**config.mk**
```make
export PLATFORM = sky130hd
export DESIGN_NAME = argmax_seq_flat
export DESIGN_NICKNAME = d
export VERILOG_FILES = /design/src/rtl/argmax_pkg.sv /design/src/rtl/argmax_if.sv /design/src/rtl/argmax_lane_cmp.sv /design/src/rtl/argmax_seq.sv /design/src/flat_wrapper.sv
export SDC_FILE = /design/constraint.sdc
export NUM_CORES = 1
export LEC_CHECK = 0
export CAP_MARGIN = 10
export CORE_MARGIN = 2
export CORE_UTILIZATION = 30
export CTS_CLUSTER_DIAMETER = 80
export CTS_CLUSTER_SIZE = 14
export DETAILED_ROUTE_END_ITERATION = 10
export DONT_BUFFER_PORTS = 1
export GPL_ROUTABILITY_DRIVEN = 1
export PLACE_DENSITY = 0.53
export SLEW_MARGIN = 5
export SYNTH_ARGS = -nofsm -noshare
export SYNTH_HDL_FRONTEND = slang
export SYNTH_SLANG_ARGS = --single-unit
```
**constraint.sdc**
```tcl
create_clock -name clk -period 15.9 [get_ports clk]
set_input_delay 0.795 -clock clk [delete_from_list [all_inputs] [get_ports clk]]
set_output_delay 0.795 -clock clk [all_outputs]
set_load 0.005 [all_outputs]
```
**src/rtl/argmax_pkg.sv**
```systemverilog
// argmax_pkg: shared types and default sizing for the sequential argmax block.
//   argmax_state_t : controller states (IDLE, SCAN, DONE)
//   argmax_mode_t  : selection mode (MODE_MAX picks largest, MODE_MIN picks smallest)
//   *_DEF          : default N_BIDS / BID_W / LANES used by the interface and the top.
package argmax_pkg;

    localparam int unsigned N_BIDS_DEF = 10;
    localparam int unsigned BID_W_DEF  = 17;
    localparam int unsigned LANES_DEF  = 2;

    typedef enum logic [1:0] {
        IDLE,
        SCAN,
        DONE
    } argmax_state_t;

    typedef enum logic {
        MODE_MAX = 1'b0,
        MODE_MIN = 1'b1
    } argmax_mode_t;

endpackage

```
**src/rtl/argmax_if.sv**
```systemverilog
// argmax_if: batch-in / result-out handshake bundle for argmax_seq.
//   in_valid/in_ready   : batch handshake (bids, mask, mode qualified by in_valid)
//   in_bids[N_BIDS]     : unsigned bid values, index 0..N_BIDS-1
//   in_mask             : 1 = bid participates
//   in_mode             : 0 = argmax, 1 = argmin
//   out_valid/out_ready : result handshake
//   out_winner/value    : winning index and bid value
//   out_none            : no bid was masked in
// master = producer/consumer side, slave = argmax_seq.
interface argmax_if
    import argmax_pkg::*;
#(
    parameter int unsigned N_BIDS = N_BIDS_DEF,
    parameter int unsigned BID_W  = BID_W_DEF
) ();
    localparam int unsigned IDX_W = $clog2(N_BIDS);

    logic                             in_valid;
    logic                             in_ready;
    logic [N_BIDS-1:0][BID_W-1:0]     in_bids;
    logic [N_BIDS-1:0]                in_mask;
    logic                             in_mode;
    logic                             out_valid;
    logic                             out_ready;
    logic [IDX_W-1:0]                 out_winner;
    logic [BID_W-1:0]                 out_value;
    logic                             out_none;

    modport master (
        output in_valid, in_bids, in_mask, in_mode, out_ready,
        input  in_ready, out_valid, out_winner, out_value, out_none
    );

    modport slave (
        input  in_valid, in_bids, in_mask, in_mode, out_ready,
        output in_ready, out_valid, out_winner, out_value, out_none
    );

endinterface

```
**src/rtl/argmax_lane_cmp.sv**
```systemverilog
// argmax_lane_cmp: combinational reducer over LANES candidate bids.
//   base_i   : absolute index of lane 0
//   vals_i   : candidate values, lane 0 = lowest index
//   vlds_i   : lane participates (in range and masked in)
//   mode_i   : MODE_MAX / MODE_MIN
//   found_o  : at least one lane participated
//   idx_o    : absolute index of the chunk winner
//   value_o  : value of the chunk winner
// Lanes are visited in ascending order and only a strictly better value replaces
// the current pick, so ties go to the lowest index.
module argmax_lane_cmp
    import argmax_pkg::*;
#(
    parameter int unsigned LANES = LANES_DEF,
    parameter int unsigned BID_W = BID_W_DEF,
    parameter int unsigned IDX_W = 4
) (
    input  logic [IDX_W-1:0]            base_i,
    input  logic [LANES-1:0][BID_W-1:0] vals_i,
    input  logic [LANES-1:0]            vlds_i,
    input  argmax_mode_t                mode_i,
    output logic                        found_o,
    output logic [IDX_W-1:0]            idx_o,
    output logic [BID_W-1:0]            value_o
);

    logic             found;
    logic [IDX_W-1:0] idx;
    logic [BID_W-1:0] value;

    always_comb begin
        found = 1'b0;
        idx   = '0;
        value = '0;
        for (int unsigned l = 0; l < LANES; l++) begin
            if (vlds_i[l]) begin
                if (!found ||
                    ((mode_i == MODE_MIN) ? (vals_i[l] < value) : (vals_i[l] > value))) begin
                    found = 1'b1;
                    idx   = base_i + IDX_W'(l);
                    value = vals_i[l];
                end
            end
        end
    end

    assign found_o = found;
    assign idx_o   = idx;
    assign value_o = value;

endmodule

```
**src/rtl/argmax_seq.sv**
```systemverilog
// argmax_seq: multi-cycle masked argmax/argmin over one batch of N_BIDS bids.
//   clk     : clock, all state on posedge
//   rst_n   : asynchronous active-low reset
//   bus_io  : argmax_if slave (batch in, result out)
// A batch is captured in IDLE, scanned LANES bids per cycle in SCAN while a running
// best is kept, and the result is held in DONE until the consumer takes it.
module argmax_seq
    import argmax_pkg::*;
#(
    parameter int unsigned N_BIDS = N_BIDS_DEF,
    parameter int unsigned BID_W  = BID_W_DEF,
    parameter int unsigned LANES  = LANES_DEF
) (
    input  logic     clk,
    input  logic     rst_n,
    argmax_if.slave  bus_io
);

    localparam int unsigned IDX_W = $clog2(N_BIDS);
    // Wide enough for ptr + LANES - 1 so out-of-range lanes can be detected.
    localparam int unsigned PTR_W = $clog2(N_BIDS + LANES);

    argmax_state_t                state_q, state_d;
    logic                         rdy_q;
    logic [N_BIDS-1:0][BID_W-1:0] bids_q, bids_d;
    logic [N_BIDS-1:0]            mask_q, mask_d;
    argmax_mode_t                 mode_q, mode_d;
    logic [PTR_W-1:0]             ptr_q, ptr_d;
    logic                         best_found_q, best_found_d;
    logic [IDX_W-1:0]             best_idx_q, best_idx_d;
    logic [BID_W-1:0]             best_val_q, best_val_d;
    logic [IDX_W-1:0]             win_q, win_d;
    logic [BID_W-1:0]             val_q, val_d;
    logic                         none_q, none_d;

    logic                         in_ready;
    logic [PTR_W-1:0]             lane_idx;
    logic [LANES-1:0][BID_W-1:0]  lane_val;
    logic [LANES-1:0]             lane_vld;
    logic                         cmp_found;
    logic [PTR_W-1:0]             cmp_idx;
    logic [BID_W-1:0]             cmp_val;
    logic                         chunk_better;
    logic                         last_chunk;

    // rdy_q keeps in_ready low until the first edge after reset release.
    assign in_ready = rdy_q && (state_q == IDLE);

    // Gather the current chunk; lanes past the end of the batch never participate.
    always_comb begin
        lane_idx = '0;
        lane_val = '0;
        lane_vld = '0;
        for (int unsigned l = 0; l < LANES; l++) begin
            lane_idx = ptr_q + PTR_W'(l);
            if (lane_idx < PTR_W'(N_BIDS)) begin
                lane_val[l] = bids_q[lane_idx[IDX_W-1:0]];
                lane_vld[l] = mask_q[lane_idx[IDX_W-1:0]];
            end
        end
    end

    argmax_lane_cmp #(
        .LANES (LANES),
        .BID_W (BID_W),
        .IDX_W (PTR_W)
    ) u_lane_cmp (
        .base_i  (ptr_q),
        .vals_i  (lane_val),
        .vlds_i  (lane_vld),
        .mode_i  (mode_q),
        .found_o (cmp_found),
        .idx_o   (cmp_idx),
        .value_o (cmp_val)
    );

    assign chunk_better = (mode_q == MODE_MIN) ? (cmp_val < best_val_q) : (cmp_val > best_val_q);
    assign last_chunk   = (ptr_q + PTR_W'(LANES)) >= PTR_W'(N_BIDS);

    always_comb begin
        state_d      = state_q;
        bids_d       = bids_q;
        mask_d       = mask_q;
        mode_d       = mode_q;
        ptr_d        = ptr_q;
        best_found_d = best_found_q;
        best_idx_d   = best_idx_q;
        best_val_d   = best_val_q;
        win_d        = win_q;
        val_d        = val_q;
        none_d       = none_q;

        unique case (state_q)
            IDLE: begin
                if (bus_io.in_valid && in_ready) begin
                    bids_d       = bus_io.in_bids;
                    mask_d       = bus_io.in_mask;
                    mode_d       = argmax_mode_t'(bus_io.in_mode);
                    ptr_d        = '0;
                    best_found_d = 1'b0;
                    // Zeroed so an empty mask reports winner 0 / value 0.
                    best_idx_d   = '0;
                    best_val_d   = '0;
                    state_d      = SCAN;
                end
            end
            SCAN: begin
                if (cmp_found && (!best_found_q || chunk_better)) begin
                    best_found_d = 1'b1;
                    best_idx_d   = IDX_W'(cmp_idx);
                    best_val_d   = cmp_val;
                end
                if (last_chunk) begin
                    win_d   = best_idx_d;
                    val_d   = best_val_d;
                    none_d  = !best_found_d;
                    state_d = DONE;
                end else begin
                    ptr_d = ptr_q + PTR_W'(LANES);
                end
            end
            DONE: begin
                if (bus_io.out_ready) begin
                    state_d = IDLE;
                end
            end
            default: state_d = IDLE;
        endcase
    end

    always_ff @(posedge clk or negedge rst_n) begin
        if (!rst_n) begin
            state_q      <= IDLE;
            rdy_q        <= 1'b0;
            bids_q       <= '0;
            mask_q       <= '0;
            mode_q       <= MODE_MAX;
            ptr_q        <= '0;
            best_found_q <= 1'b0;
            best_idx_q   <= '0;
            best_val_q   <= '0;
            win_q        <= '0;
            val_q        <= '0;
            none_q       <= 1'b0;
        end else begin
            state_q      <= state_d;
            rdy_q        <= 1'b1;
            bids_q       <= bids_d;
            mask_q       <= mask_d;
            mode_q       <= mode_d;
            ptr_q        <= ptr_d;
            best_found_q <= best_found_d;
            best_idx_q   <= best_idx_d;
            best_val_q   <= best_val_d;
            win_q        <= win_d;
            val_q        <= val_d;
            none_q       <= none_d;
        end
    end

    assign bus_io.in_ready   = in_ready;
    assign bus_io.out_valid  = (state_q == DONE);
    assign bus_io.out_winner = win_q;
    assign bus_io.out_value  = val_q;
    assign bus_io.out_none   = none_q;

endmodule

```
**src/flat_wrapper.sv**
```systemverilog
// flat-port wrapper written by rule: the top's interface ports become plain ports
module argmax_seq_flat import argmax_pkg::*;
#(
    parameter int unsigned N_BIDS = N_BIDS_DEF,
    parameter int unsigned BID_W  = BID_W_DEF,
    parameter int unsigned LANES  = LANES_DEF
)
  (clk, rst_n, bus_io_in_valid, bus_io_in_bids, bus_io_in_mask, bus_io_in_mode, bus_io_out_ready, bus_io_in_ready, bus_io_out_valid, bus_io_out_winner, bus_io_out_value, bus_io_out_none);
  argmax_if #(.N_BIDS(N_BIDS), .BID_W(BID_W)) bus_io_i ();
  input  logic clk;
  input  logic rst_n;
  input wire logic [$bits(bus_io_i.in_valid)-1:0] bus_io_in_valid;
  input wire logic [$bits(bus_io_i.in_bids)-1:0] bus_io_in_bids;
  input wire logic [$bits(bus_io_i.in_mask)-1:0] bus_io_in_mask;
  input wire logic [$bits(bus_io_i.in_mode)-1:0] bus_io_in_mode;
  input wire logic [$bits(bus_io_i.out_ready)-1:0] bus_io_out_ready;
  output wire logic [$bits(bus_io_i.in_ready)-1:0] bus_io_in_ready;
  output wire logic [$bits(bus_io_i.out_valid)-1:0] bus_io_out_valid;
  output wire logic [$bits(bus_io_i.out_winner)-1:0] bus_io_out_winner;
  output wire logic [$bits(bus_io_i.out_value)-1:0] bus_io_out_value;
  output wire logic [$bits(bus_io_i.out_none)-1:0] bus_io_out_none;
  assign bus_io_i.in_valid = bus_io_in_valid;
  assign bus_io_i.in_bids = bus_io_in_bids;
  assign bus_io_i.in_mask = bus_io_in_mask;
  assign bus_io_i.in_mode = bus_io_in_mode;
  assign bus_io_i.out_ready = bus_io_out_ready;
  assign bus_io_in_ready = bus_io_i.in_ready;
  assign bus_io_out_valid = bus_io_i.out_valid;
  assign bus_io_out_winner = bus_io_i.out_winner;
  assign bus_io_out_value = bus_io_i.out_value;
  assign bus_io_out_none = bus_io_i.out_none;
  argmax_seq #(.N_BIDS(N_BIDS), .BID_W(BID_W), .LANES(LANES)) u_core (.clk(clk), .rst_n(rst_n), .bus_io(bus_io_i));
endmodule
```
# --- Yosys cells after proc, flatten, opt, wreduce, memory -nomap -nowiden ---
# Cells that the tools add are included.
classes:
  n_addsub: 2
  muxes: 39
  eq_ne: 6
  reduce_logical: 15
  magnitude_cmp: 9
ops:
  columns: ["operator", "count"]
  rows:
  - ["$mux 17", 9]
  - ["$bmux 17 s4", 2]
  - ["$gt 17x17->1", 2]
  - ["$lt 17x17->1", 2]
  - ["$pmux 17 s2", 1]
  - ["$mux 4", 6]
  - ["$pmux 4 s2", 2]
  - ["$mux 1", 12]
  - ["$lt 4x5->1 const B", 2]
  - ["$bmux 1 s4", 2]
  - ["$lt 4x4->1 const B", 2]
  - ["$mux 2", 3]
  - ["$ne 2x2->1 const B", 3]
  - ["$pmux 2 s3", 1]
  - ["$reduce_and 2->1", 3]
  - ["$reduce_and 3->1", 2]
  - ["$add 4x1->4 const B", 1]
  - ["$add 4x2->4 const B", 1]
  - ["$ge 4x4->1 const B", 1]
  - ["$logic_and 1x1->1", 3]
  - ["$logic_not 1->1", 3]
  - ["$eq 2x1->1 const B", 1]
  - ["$eq 2x2->1 const B", 1]
  - ["$logic_not 2->1", 1]
  - ["other kinds (4)", 5]
word_totals:
  wordCells: 92
  regBits: 232
  out_inout_bits: 24
  input_bits: 185

# --- Longest topological paths before layout ---
# Gate-level depths: netlist of run 1.
logic_depth:
  depth_word: 16
  depth_mapped: 29
  ltp_nobuf: 21

# --- By module ---
# From an unflattened synthesis of run 1, not the netlist that was laid out.
hier_totals:
  hier_cells: 1306
  hier_area_um2: 11678.7
by_module_without_submodules:
  columns: ["mod", "cells_per_inst", "n_inst", "area_per_inst_um2"]
  rows:
  - ["argmax_seq", 1203, 1, 10896.7]
  - ["argmax_lane_cmp", 103, 1, 782.0]

# --- Least setup slack after synthesis of run 1 ---
# No wires, ideal clock.
synth_path:
  kind: "reg2reg"
  start: "register u_core.ptr_q[3]"
  end: "register u_core.best_val_q[7]"
  stages_incl_launch_ff: 28
  n_path_buf: 8
  setup_slack_ns: 10.139
  t_arrival_ns: 5.636
  synth_period_minus_slack_ns: 5.761
  path_cell_list: "dfrtp_1 -> buf_2 -> nand2b_1 -> buf_4 -> o221ai_2 -> and2_1 -> buf_2 -> clkbuf_1 -> clkbuf_1 -> nand2_1 -> ha_1 -> nand4_1 -> nor4_2 -> a221oi_1 -> o211ai_1 -> a211oi_4 -> buf_6 -> o22ai_2 -> ha_1 -> nand4_1 -> nor3_1 -> o31ai_1 -> a311o_1 -> a31oi_4 -> and3b_1 -> buf_4 -> buf_6 -> mux2_2"
synth_between:
  elab_chain_cells: 15
  word_cells_on_any_way: 33
  classes_between: "1 x add/sub; 6 x order compare; 22 x mux; 4 x reduce/logical"
synth_rtl:
  columns: ["item", "line", "text"]
  rows:
  - ["start: declaration", "argmax_seq.sv:28", "logic [PTR_W-1:0] ptr_q, ptr_d;"]
  - ["start signal: assignment", "argmax_seq.sv:151", "ptr_q <= ptr_d;"]
  - ["$add 4x1->4, or another cell as far along", "argmax_seq.sv:55", "lane_idx = ptr_q + PTR_W'(l);"]
  - ["$bmux 17 s4, or another cell as far along", "argmax_seq.sv:57", "lane_val[l] = bids_q[lane_idx[IDX_W-1:0]];"]
  - ["$mux 17 (implied by the code), or another cell as far along", "argmax_seq.sv:57", null]
  - ["$mux 17, on equally long branches", "argmax_seq.sv:56, argmax_lane_cmp.sv:36", null]
  - ["$gt 17x17->1 or $lt 17x17->1 (tied branches)", "argmax_lane_cmp.sv:38", "((mode_i == MODE_MIN) ? (vals_i[l] < value) : (vals_i[l] > value))) begin"]
  - ["$mux 1", "argmax_lane_cmp.sv:38", null]
  - ["$logic_or 1x1->1", "argmax_lane_cmp.sv:37", "if (!found ||"]
  - ["$mux 17", "argmax_lane_cmp.sv:37", null]
  - ["$mux 17", "argmax_lane_cmp.sv:36", "if (vlds_i[l]) begin"]
  - ["$gt 17x17->1 or $lt 17x17->1 (tied branches)", "argmax_seq.sv:77", "assign chunk_better = (mode_q == MODE_MIN) ? (cmp_val < best_val_q) : (cmp_val > best_val_q);"]
  - ["$mux 1", "argmax_seq.sv:77", null]
  - ["$logic_or 1x1->1", "argmax_seq.sv:108", "if (cmp_found && (!best_found_q || chunk_better)) begin"]
  - ["$logic_and 1x1->1", "argmax_seq.sv:108", null]
  - ["$mux 17 (*)", "argmax_seq.sv:108", null]
  - ["$pmux 17 s2 (*)", "argmax_seq.sv:93", "unique case (state_q)"]
  - ["end signal: assignment", "argmax_seq.sv:154", "best_val_q <= best_val_d;"]
  - ["end: declaration", "argmax_seq.sv:31", "logic [BID_W-1:0] best_val_q, best_val_d;"]
# Every way passes the cells marked *; elsewhere a longest branch is shown, timed or not. The select of a mux whose other input is x is not followed.
# A chain may end at the register's enable or synchronous reset.

# --- Worst setup path in the final report of run 1 ---
layout_path:
  start: "register u_core.ptr_q[1]"
  end: "register u_core.best_val_q[7]"
# Same word-level chain as after synthesis.

==> flow_metrics.py, run 1 <==
metrics = {
    "power": {
        "sw_frac_of_total_pct": 44.76,
        "irDropWorstVdd_mv": 0.1342,
        "p_switching_mw": 1.400,
        "p_total_mw": 3.127,
        "leakagePower_nw": 6.162,
        "combPwrFrac_pct": 53.4,
        "clkPwrFrac_pct": 14.8,
        "p_per_area_mw_per_mm2": 247.1,
        "p_seq_share_pct": 31.8,
        "p_int_mw": 1.727,
    },
    "grt": {
        "grt_pass1_wl_um": 51900,
        "grt_pass1_vias": 8850,
        "grt_overflow": 0,
        "antenna_found_initial": 2,
        "grt_use_total_pct": 16.36,
        "grt_max_degree": 232,
    },
    "place": {
        "routabilityCongestion": 0.8641,
        "dpl.hpwl_um": 23690,
        "dpl_cell_area_mm2": 0.01205,
        "port_buffers": 0,
    },
    "outcome": {
        "outcome": "complete, no violations",
    },
    "setup_path": {
        "cpLargestDelayFamily": "compound AO/OA/AOI/OAI gates",
        "r2r_cells": 21,
        "r2r-start": "u_core.ptr_q[1]",
        "crit_required_ns": 16.30,
        "worstPathArrival_ns": 8.87,
        "worst-path-buf-inv": 2,
        "crit_fanout": 39,
        "critical_path_class": "reg -> reg",
        "worst_path_max_delay_cell": "nor3_2",
        "reg2reg_to": "u_core.best_val_q[7]",
        "slowest_delay_ns": 1.01,
        "endpoint_kind": "register",
        "crit_chain": "buf_4, nor3_2, a22o_1, nand2_1, ha_1, nand4_1, nor4_2, a221oi_1, o211ai_1, a211oi_4, o22ai_1, ha_1, nand3_1, nor2_1, a21boi_1, o31ai_1, a311o_1, a31oi_4, and3b_1, buf_4, mux2_2",
        "r2r_setup_slack_ns": 7.44,
        "setup.worst_path.start_class": "register",
    },
    "synth": {
        "synth-edff-count": 0,
        "yosys_warnings": 0,
        "syn-mean-instance-area_um2": 8.905,
        "syn_area_mm2": 0.01171,
        "synth_ff_type": "dfrtp_1",
        "ys_seq_elements": 231,
        "synthArstFlopShare_pct": 100.0,
        "syn_inst": 1315,
        "synth.distinct_cells": 56,
        "postSynthNetCount": 1536,
        "ys_seq_area_share_pct": 49.36,
    },
    "sta": {
        "timing.hold.ws_ns": 0.3138,
        "hold_viol": 0,
        "relSlewSlack_pct": 14.55,
        "finalCriticalPeriod_ns": 8.462,
        "setup_tns_ns": 0,
        "post-route-period-util_pct": 53.22,
        "clock_skew_ns": 0.02930,
        "setup_viol": 0,
        "tightest_slew_ns": 1.282,
        "slew_viol_final": 0,
        "rsz0062_at_grt": "false",
        "clock.fmax_mhz": 118.2,
    },
    "floorplan": {
        "die_y_um": 201.6,
        "dieArea_mm2": 0.04063,
        "num_rows": 72,
        "ioPinCount": 209,
        "dieWidth_um": 201.6,
        "coreArea_mm2": 0.03856,
        "start_util_pct": 30.37,
    },
    "layout": {
        "fillers": 4069,
        "areaGrowthSynthToFinish_pct": 8.067,
        "design_area_mm2": 0.01265,
        "seqCellArea_mm2": 0.005786,
        "utilization_pct": 32.82,
        "final_common_cell": "nand2_1",
        "nets": 1488,
        "final_cell_mix": "nand2_1, dfrtp_1, mux2i_1",
        "drive_gt1_share_pct": 7.311,
        "multiInputGateArea_mm2": 0.005449,
    },
    "run": {
        "maxCapViolCount": 0,
    },
    "cts": {
        "clk_pin_slew_worst_paths_ns": 0.08,
        "clock_tree.buffer_depth": 3,
        "cts_tree": "done",
        "cts_setup_buffers": 0,
        "cts-htree-levels": 1,
        "root_buffer": "clkbuf_16",
        "insertion_delay_ns": 0.53,
        "cts_sinks": 231,
        "cts-buffers-inserted": 21,
    },
    "drt": {
        "wirelength_um": 33170,
        "vias": 8610,
        "ant_nets": 0,
        "drtPass1Iterations": 5,
        "drc": 0,
        "wire_per_inst_um": 18.52,
        "routed_via_density": 4.807,
        "first_iter_violations": 504,
    },
    "min_path": {
        "hp-class": "in -> async",
    },
}
-- routing by layer --
metal  wire length [um]  part of all wire, %  GRT usage, %
met5                 11                0.033             0
met4                735                  2.2         4.438
met3               2343                  7.1         4.357
met2              15000                   45         25.69
met1              15080                   45         22.30
-- worst register-to-register path, cell delays in order (launching register included) --
cell,delay [ns]
dfrtp_4,0.60
buf_4,0.39
nor3_2,1.03
a22o_1,0.36
nand2_1,0.09
ha_1,0.38
nand4_1,0.14
nor4_2,0.07
a221oi_1,0.42
o211ai_1,0.22
a211oi_4,0.87
o22ai_1,0.33
ha_1,0.35
nand3_1,0.09
nor2_1,0.15
a21boi_1,0.19
o31ai_1,0.10
a311o_1,0.33
a31oi_4,0.85
and3b_1,0.65
buf_4,0.36
mux2_2,0.37
-- state kept, by name, indices dropped and copies added, names as in the netlist --
register / cells
u_core.bids_q: 170
u_core.best_val_q: 17
u_core.bus_io.out_value: 17
u_core.mask_q: 10
u_core.best_idx_q: 4
u_core.bus_io.out_winner: 4
u_core.ptr_q: 3
u_core.state_q: 2
u_core.best_found_q: 1
u_core.bus_io.out_none: 1
u_core.mode_q: 1
u_core.rdy_q: 1
-- final cells by class --
class,count,share of cell area [%]
Sequential cell,231,45.72
Multi-Input combinational cell,976,43.06
Tap cell,518,5.122
Clock buffer,23,4.212
Inverter,27,0.8009
Timing Repair Buffer,10,0.7514
Clock inverter,5,0.3164
Antenna cell,1,0.01977
-- cells by family after synthesis --
kind of cell | after synthesis | synth area share (%)
flip-flops | 231 | 49.36
AO/OA/AOI/OAI | 136 | 8.078
adder cells (fa/ha/maj) | 36 | 3.847
AND/OR/NAND/NOR | 705 | 23.70
other | 1 | 0.03202
multiplexers | 98 | 10.79
buffers and inverters | 108 | 4.188
-- power by group through the flow --
stage          Combinational (mW)  Sequential, mW  Clock [mW]
6_report                     1.67           0.994       0.463
4_1_cts                      1.69           0.997       0.480
2_1_floorplan                1.31           0.945           0
3_5_place_dp                 1.67            1.01           0
5_1_grt                      1.87            1.03       0.499
3_3_place_gp                 1.64            1.00           0
-- repair_timing --
item                                    4_1_cts  5_1_grt
gates resized for setup                       0        0
hold endpoints to repair                    231        0
hold buffers                                  1        0
endpoints found under the setup margin        0        0
-- cell usage after synthesis (all sizes together), types with 3 or more instances --
library cell  count  share of area, %
nand2b            5              0.27
o22ai            36               2.4
inv              27              0.87
a22o             19               1.4
mux2i            62               5.4
nand2           616                20
a21oi            34               1.5
o21ai            30               1.3
nor2             43               1.5
nand3            20              0.90
nand4             6              0.37
mux4             17               3.3
buf              28               1.6
ha               36               3.8
dfrtp           231                49
clkbuf           53               1.7
and2              3              0.16
nor3              3              0.17
mux2             19               2.1
-- worst max path at each step --
stage / startpoint / end / slack, ns / cells past startpoint
floorplan: u_core.ptr_q[3] / u_core.best_val_q[7] / 10.14 / 27
global placement: u_core.ptr_q[1] / u_core.best_idx_q[0] / 7.68 / 21
detailed placement: u_core.ptr_q[1] / u_core.best_idx_q[0] / 7.50 / 21
CTS: u_core.ptr_q[1] / u_core.best_val_q[7] / 7.47 / 21
global route: u_core.ptr_q[1] / u_core.best_val_q[4] / 6.90 / 21
finish: u_core.ptr_q[1] / u_core.best_val_q[7] / 7.44 / 21
-- per-stage QoR --
stage	cells	worst slack, ns
2_1_floorplan	1315	10.14
3_3_place_gp	1761	7.676
3_5_place_dp	1761	7.505
4_1_cts	1790	7.468
5_1_grt	1791	6.896
6_report	1791	7.438
(Power assumes the default switching activity.)
==> inputs of run 2 (changes only) <==
==> constraint.sdc (replaced) <==
create_clock -name clk -period 8.5 [get_ports clk]
set_input_delay 0.425 -clock clk [delete_from_list [all_inputs] [get_ports clk]]
set_output_delay 0.425 -clock clk [all_outputs]
set_load 0.005 [all_outputs]
==> run 2 against run 1 <==
  * The flow now finishes with violations (hold timing)
  * Register-to-register slack worse by 6.4 ns
  * Total power grew 92%
  * Sequential share of layout area shrank 4.5 points
  * Cell count increased by 7.4%
  * Critical endpoint unchanged
  * Largest power group unchanged
==> flow_metrics.py, run 2 (same netlist as run 1, synthesis figures left out) <==
metrics = {
    "outcome": {
        "outcome": "finished with violations",
        "violations": "hold timing",
    },
    "power": {
        "leakagePower_nw": 6.763,
        "combPwrFrac_pct": 52.6,
        "p_switching_mw": 2.665,
        "sw_frac_of_total_pct": 44.28,
        "irDropWorstVdd_mv": 0.2061,
        "p_seq_share_pct": 31.4,
        "p_int_mw": 3.352,
        "p_per_area_mw_per_mm2": 428.5,
        "clkPwrFrac_pct": 16.0,
    },
    "cts": {
        "root_buffer": "clkbuf_16",
        "clock_tree.buffer_depth": 3,
        "cts-buffers-inserted": 22,
        "cts_sinks": 231,
        "cts-htree-levels": 1,
        "cts_setup_buffers": 0,
        "clk_pin_slew_worst_paths_ns": 0.07,
        "insertion_delay_ns": 0.54,
        "cts_tree": "done",
        "postCtsHoldBufs": 125,
        "cts_resized": 0,
    },
    "floorplan": {
        "dieArea_mm2": 0.04063,
        "coreArea_mm2": 0.03856,
        "dieWidth_um": 201.6,
        "ioPinCount": 209,
        "num_rows": 72,
        "die_y_um": 201.6,
        "start_util_pct": 30.37,
    },
    "drt": {
        "routed_via_density": 4.787,
        "wire_per_inst_um": 18.06,
        "drtPass1Iterations": 5,
        "ant_nets": 0,
        "wirelength_um": 34760,
        "drc": 0,
        "first_iter_violations": 465,
        "vias": 9211,
    },
    "layout": {
        "multiInputGateArea_mm2": 0.005449,
        "areaGrowthSynthToFinish_pct": 19.92,
        "design_area_mm2": 0.01404,
        "nets": 1618,
        "seqCellArea_mm2": 0.005786,
        "final_cells": 1924,
        "fillers": 3987,
        "drive_gt1_share_pct": 7.189,
        "final_cell_mix": "nand2_1, dfrtp_1, dlygate4sd3_1",
        "largest_reg_flops": 170,
        "final_common_cell": "nand2_1",
        "top_register": "u_core.bids_q",
    },
    "grt": {
        "grt_pass1_wl_um": 54100,
        "grt_max_degree": 232,
        "grt_use_total_pct": 17.06,
        "antenna_found_initial": 2,
        "grt_overflow": 0,
        "grt_pass1_vias": 9265,
    },
    "sta": {
        "relSlewSlack_pct": 13.42,
        "clock_skew_ns": 0.03078,
        "timing.hold.ws_ns": -0.02505,
        "setup_viol": 0,
        "clock.fmax_mhz": 134.6,
        "setup_tns_ns": 0,
        "slew_viol_final": 0,
        "hold_viol": 11,
        "finalCriticalPeriod_ns": 7.430,
        "rsz0062_at_grt": "false",
        "post-route-period-util_pct": 87.41,
        "tightest_slew_ns": 1.299,
    },
    "place": {
        "routabilityCongestion": 0.8699,
        "dp_cells": 1764,
        "port_buffers": 0,
        "dpl_cell_area_mm2": 0.01207,
        "dpl.hpwl_um": 23840,
    },
    "setup_path": {
        "worst_path_max_delay_cell": "a211oi_4",
        "crit_fanout": 28,
        "setup.worst_path.start_class": "register",
        "critical_path_class": "reg -> reg",
        "cpLargestDelayFamily": "compound AO/OA/AOI/OAI gates",
        "endpoint_kind": "register",
        "worst-path-buf-inv": 1,
        "crit_required_ns": 8.91,
        "crit_chain": "nand2b_1, o221ai_2, and2_1, nand2_1, ha_1, nand4_1, nor4_2, a221oi_1, o2111a_1, a211oi_4, o22ai_2, ha_1, nand4_1, nor3_1, o31ai_1, a311o_1, a31oi_4, and3b_1, buf_4, mux2_2",
        "slowest_delay_ns": 0.81,
        "worstPathArrival_ns": 7.84,
    },
    "run": {
        "maxCapViolCount": 0,
    },
    "min_path": {
        "hp-class": "in -> async",
    },
}
==> run 2: changes by cell type in the layout (fill, tap and decap cells not counted) <==
| cell | delta |
|---|---|
| clkbuf_16 | +1 |
| inv_6 | +1 |
| dlygate4sd3_1 | +125 |
| clkinvlp_4 | -3 |
| buf_4 | +3 |
| clkinv_8 | +1 |
| buf_12 | +1 |
| bufinv_16 | +1 |
| clkinv_4 | +1 |
| clkbuf_8 | +2 |
==> run 2: routing by layer <==
metal	share of wire (%)	track usage [%]	routed length, um	up-vias
li1	-	-	-	4476
met1	45	23.11	15720	4467
met2	47	27.78	16300	225
met3	5.3	3.661	1855	41
met4	2.5	4.333	865	2
met5	0.037	0	13	-
==> run 2: layout make-up <==
cell class	count	share of cell area, %
Timing Repair Buffer	139	9.890
Tap cell	518	4.616
Multi-Input combinational cell	976	38.80
Antenna cell	1	0.01782
Sequential cell	231	41.20
Clock inverter	6	0.5792
Clock buffer	26	4.170
Inverter	27	0.7217
==> run 2: path summary, 6_finish.rpt <==
kind / start / to / depth (start not counted) / slack [ns]
min in group clk: bus_io_in_bids[10] / u_core.bids_q[10] / 2 / 0.02
worst min register to register: u_core.bids_q[116] / u_core.bids_q[116] / 2 / 0.47
worst max register to register: u_core.ptr_q[2] / u_core.best_val_q[7] / 20 / 1.07
worst min-delay path: rst_n / u_core.mask_q[8] / 1 / -0.03
max in group asynchronous: rst_n / u_core.bus_io.out_value[7] / 1 / 7.47
worst max-delay path: u_core.ptr_q[2] / u_core.best_val_q[7] / 20 / 1.07
==> run 2: metrics by stage <==
step | hold slack [ns] | utilization [%] | power [mW] | worst slack [ns]
finish | -0.02505 | 36.42 | 6.017 | 1.070
detailed placement | 0.1496 | 31.31 | 5.009 | 1.114
global placement | 0.1479 | 31.31 | 4.957 | 1.236
floorplan | 0.1294 | - | 4.226 | 2.739
global route | 0.006671 | 36.41 | 6.540 | 0.5143
CTS | 0.0001276 | 36.34 | 6.074 | 1.063
==> run 2: worst register-to-register path, cell delays in order (launching register included) <==
cell and delay, ns:
dfrtp_2 0.55, nand2b_1 0.48, o221ai_2 0.36, and2_1 0.74, nand2_1 0.14, ha_1 0.36, nand4_1 0.17, nor4_2 0.39
a221oi_1 0.20, o2111a_1 0.21, a211oi_4 0.81, o22ai_2 0.25, ha_1 0.36, nand4_1 0.14, nor3_1 0.28, o31ai_1 0.14
a311o_1 0.32, a31oi_4 0.52, and3b_1 0.27, buf_4 0.24, mux2_2 0.36
==> run 2: power groups by stage <==
stage	combinational [mW]	sequential, mW	clock [mW]
floorplan	2.46	1.77	0
finish	3.17	1.89	0.963
detailed placement	3.09	1.91	0
global placement	3.06	1.90	0
global route	3.54	1.96	1.04
CTS	3.18	1.89	1.00
==> inputs of run 3 (changes only) <==
--- a/config.mk
+++ b/config.mk
@@ -7,13 +7,13 @@
 export LEC_CHECK = 0
 export CAP_MARGIN = 10
 export CORE_MARGIN = 2
-export CORE_UTILIZATION = 30
+export CORE_UTILIZATION = 25
 export CTS_CLUSTER_DIAMETER = 80
 export CTS_CLUSTER_SIZE = 14
 export DETAILED_ROUTE_END_ITERATION = 10
 export DONT_BUFFER_PORTS = 1
 export GPL_ROUTABILITY_DRIVEN = 1
-export PLACE_DENSITY = 0.53
+export PLACE_DENSITY = 0.47
 export SLEW_MARGIN = 5
 export SYNTH_ARGS = -nofsm -noshare
 export SYNTH_HDL_FRONTEND = slang
==> run 3 against run 2 <==
  * The run now ends clean
  * Cell count is 4.8% higher
  * Count of clock-buffer cells in the layout up 5
  * Sequential power about the same
  * Routed wire length increased by 7.5%
  * Register-to-register slack gained 0.49 ns
  * Largest cell class unchanged
==> flow_metrics.py, run 3 (same netlist as run 1, synthesis figures left out) <==
metrics = {
    "layout": {
        "top_register": "u_core.bids_q",
        "utilization_pct": 30.51,
        "drive_gt1_share_pct": 7.255,
        "areaGrowthSynthToFinish_pct": 20.78,
        "final_cell_mix": "nand2_1, dfrtp_1, dlygate4sd3_1",
        "largest_reg_flops": 170,
        "nets": 1615,
        "final_common_cell": "nand2_1",
    },
    "cts": {
        "cts_resized": 0,
        "cts_tree": "done",
        "root_buffer": "clkbuf_16",
        "cts-htree-levels": 1,
        "insertion_delay_ns": 0.53,
        "cts_setup_buffers": 0,
        "postCtsHoldBufs": 120,
        "clock_tree.buffer_depth": 3,
        "cts_sinks": 231,
        "cts-buffers-inserted": 22,
        "clk_pin_slew_worst_paths_ns": 0.07,
    },
    "sta": {
        "post-route-period-util_pct": 81.64,
        "rsz0062_at_grt": "false",
        "setup_tns_ns": 0,
        "finalCriticalPeriod_ns": 6.939,
        "slew_viol_final": 0,
        "clock_skew_ns": 0.01605,
        "clock.fmax_mhz": 144.1,
        "setup_viol": 0,
        "relSlewSlack_pct": 22.67,
        "tightest_slew_ns": 1.160,
        "hold_viol": 0,
    },
    "setup_path": {
        "endpoint_kind": "register",
        "critical_path_class": "reg -> reg",
        "setup.worst_path.start_class": "register",
        "crit_required_ns": 8.87,
        "reg2reg_to": "u_core.bus_io.out_winner[2]",
        "crit_fanout": 42,
        "r2r_cells": 22,
        "r2r_setup_slack_ns": 1.56,
        "r2r-start": "u_core.ptr_q[1]",
        "worstPathArrival_ns": 7.31,
    },
    "drt": {
        "wirelength_um": 37360,
        "vias": 9172,
        "wire_per_inst_um": 18.52,
        "ant_nets": 0,
        "drc": 0,
        "drtPass1Iterations": 5,
        "first_iter_violations": 573,
        "routed_via_density": 4.547,
    },
    "grt": {
        "grt_overflow": 0,
        "grt_pass1_vias": 9265,
        "grt_pass1_wl_um": 56980,
        "antenna_found_initial": 5,
        "grt_max_degree": 232,
        "grt_use_total_pct": 15.46,
    },
    "power": {
        "p_per_area_mw_per_mm2": 429.8,
        "p_int_mw": 3.370,
        "p_total_mw": 6.079,
        "irDropWorstVdd_mv": 0.2398,
        "clkPwrFrac_pct": 16.2,
        "p_switching_mw": 2.709,
        "sw_frac_of_total_pct": 44.57,
        "combPwrFrac_pct": 52.5,
        "p_seq_share_pct": 31.3,
        "leakagePower_nw": 6.760,
    },
    "min_path": {
        "hp-class": "in -> reg",
        "hold_start": "bus_io_in_mask[5]",
        "hold_depth": 2,
        "hold_end": "u_core.mask_q[5]",
    },
    "floorplan": {
        "start_util_pct": 25.26,
        "num_rows": 79,
        "dieArea_mm2": 0.04859,
        "dieWidth_um": 220.4,
        "coreArea_mm2": 0.04636,
        "die_y_um": 220.4,
        "ioPinCount": 209,
    },
    "outcome": {
        "outcome": "complete, no violations",
    },
    "place": {
        "dpl.hpwl_um": 26280,
        "port_buffers": 0,
        "routabilityCongestion": 0.8287,
    },
    "run": {
        "maxCapViolCount": 0,
    },
}
[run 3: area by class of cell]
type | count | area (um^2)
Antenna cell | 4 | 10.01
Inverter | 27 | 101.3
Clock inverter | 5 | 61.31
Multi-Input combinational cell | 976 | 5449
Sequential cell | 231 | 5786
Tap cell | 607 | 759.5
Fill cell | 4837 | 32210
Timing Repair Buffer | 136 | 1361
Clock buffer | 31 | 615.6
[run 3: power by group through the flow]
stage	registers, mW	clock network, mW	logic [mW]
floorplan	1.77	0	2.46
finish	1.91	0.984	3.19
detailed placement	1.94	0	3.15
global placement	1.93	0	3.12
CTS	1.92	1.03	3.23
global route	1.98	1.07	3.58
[run 3: stage by stage]
step                      instance area (um^2)  hold slack [ns]  std cells  worst slack (ns)
after global placement                   12200           0.1440       1855             1.634
after CTS                                14100        0.0001135       2011             1.598
final                                    14140          0.01930       2017             1.561
after floorplan                          11710           0.1294       1315             2.739
after global routing                     14140         0.003898       2014             1.139
after detailed placement                 12200           0.1443       1855             1.630
[run 3: routing by layer]
metal  vias to the layer above  part of all wire (%)  wire length, um  global-route usage, %
met1                      4437                    45            16730                  21.08
met4                         4                   2.8             1031                  4.362
met5                         -                 0.072               27                      0
met2                       216                    47            17600                  24.93
met3                        50                   5.3             1965                  2.997
li1                       4465                     -                -                      -
[run 3: how the worst max path moves through the flow]
stage | start | cells after the start | to | slack [ns]
floorplan | u_core.ptr_q[3] | 27 | u_core.best_val_q[7] | 2.74
global placement | u_core.ptr_q[3] | 23 | u_core.best_val_q[7] | 1.63
detailed placement | u_core.ptr_q[3] | 23 | u_core.bus_io.out_winner[2] | 1.63
CTS | u_core.ptr_q[3] | 23 | u_core.best_val_q[7] | 1.60
global route | u_core.ptr_q[3] | 23 | u_core.bus_io.out_value[15] | 1.14
finish | u_core.ptr_q[1] | 22 | u_core.bus_io.out_winner[2] | 1.56
[run 3: critical path, stage by stage, from the launching register on]
cell,delay (ns)
dfrtp_4,0.73
buf_4,0.32
nor3_2,0.36
buf_4,0.31
a22o_1,0.30
nand2_1,0.11
ha_1,0.37
nand4_1,0.17
nor4_2,0.08
a221oi_1,0.44
o211ai_1,0.21
a211oi_4,0.86
o22ai_1,0.29
ha_1,0.37
nand3_1,0.09
nor2_1,0.16
a21boi_1,0.19
o31ai_1,0.10
a311o_1,0.31
a31oi_4,0.19
buf_4,0.39
mux2i_1,0.28
o21ai_0,0.10
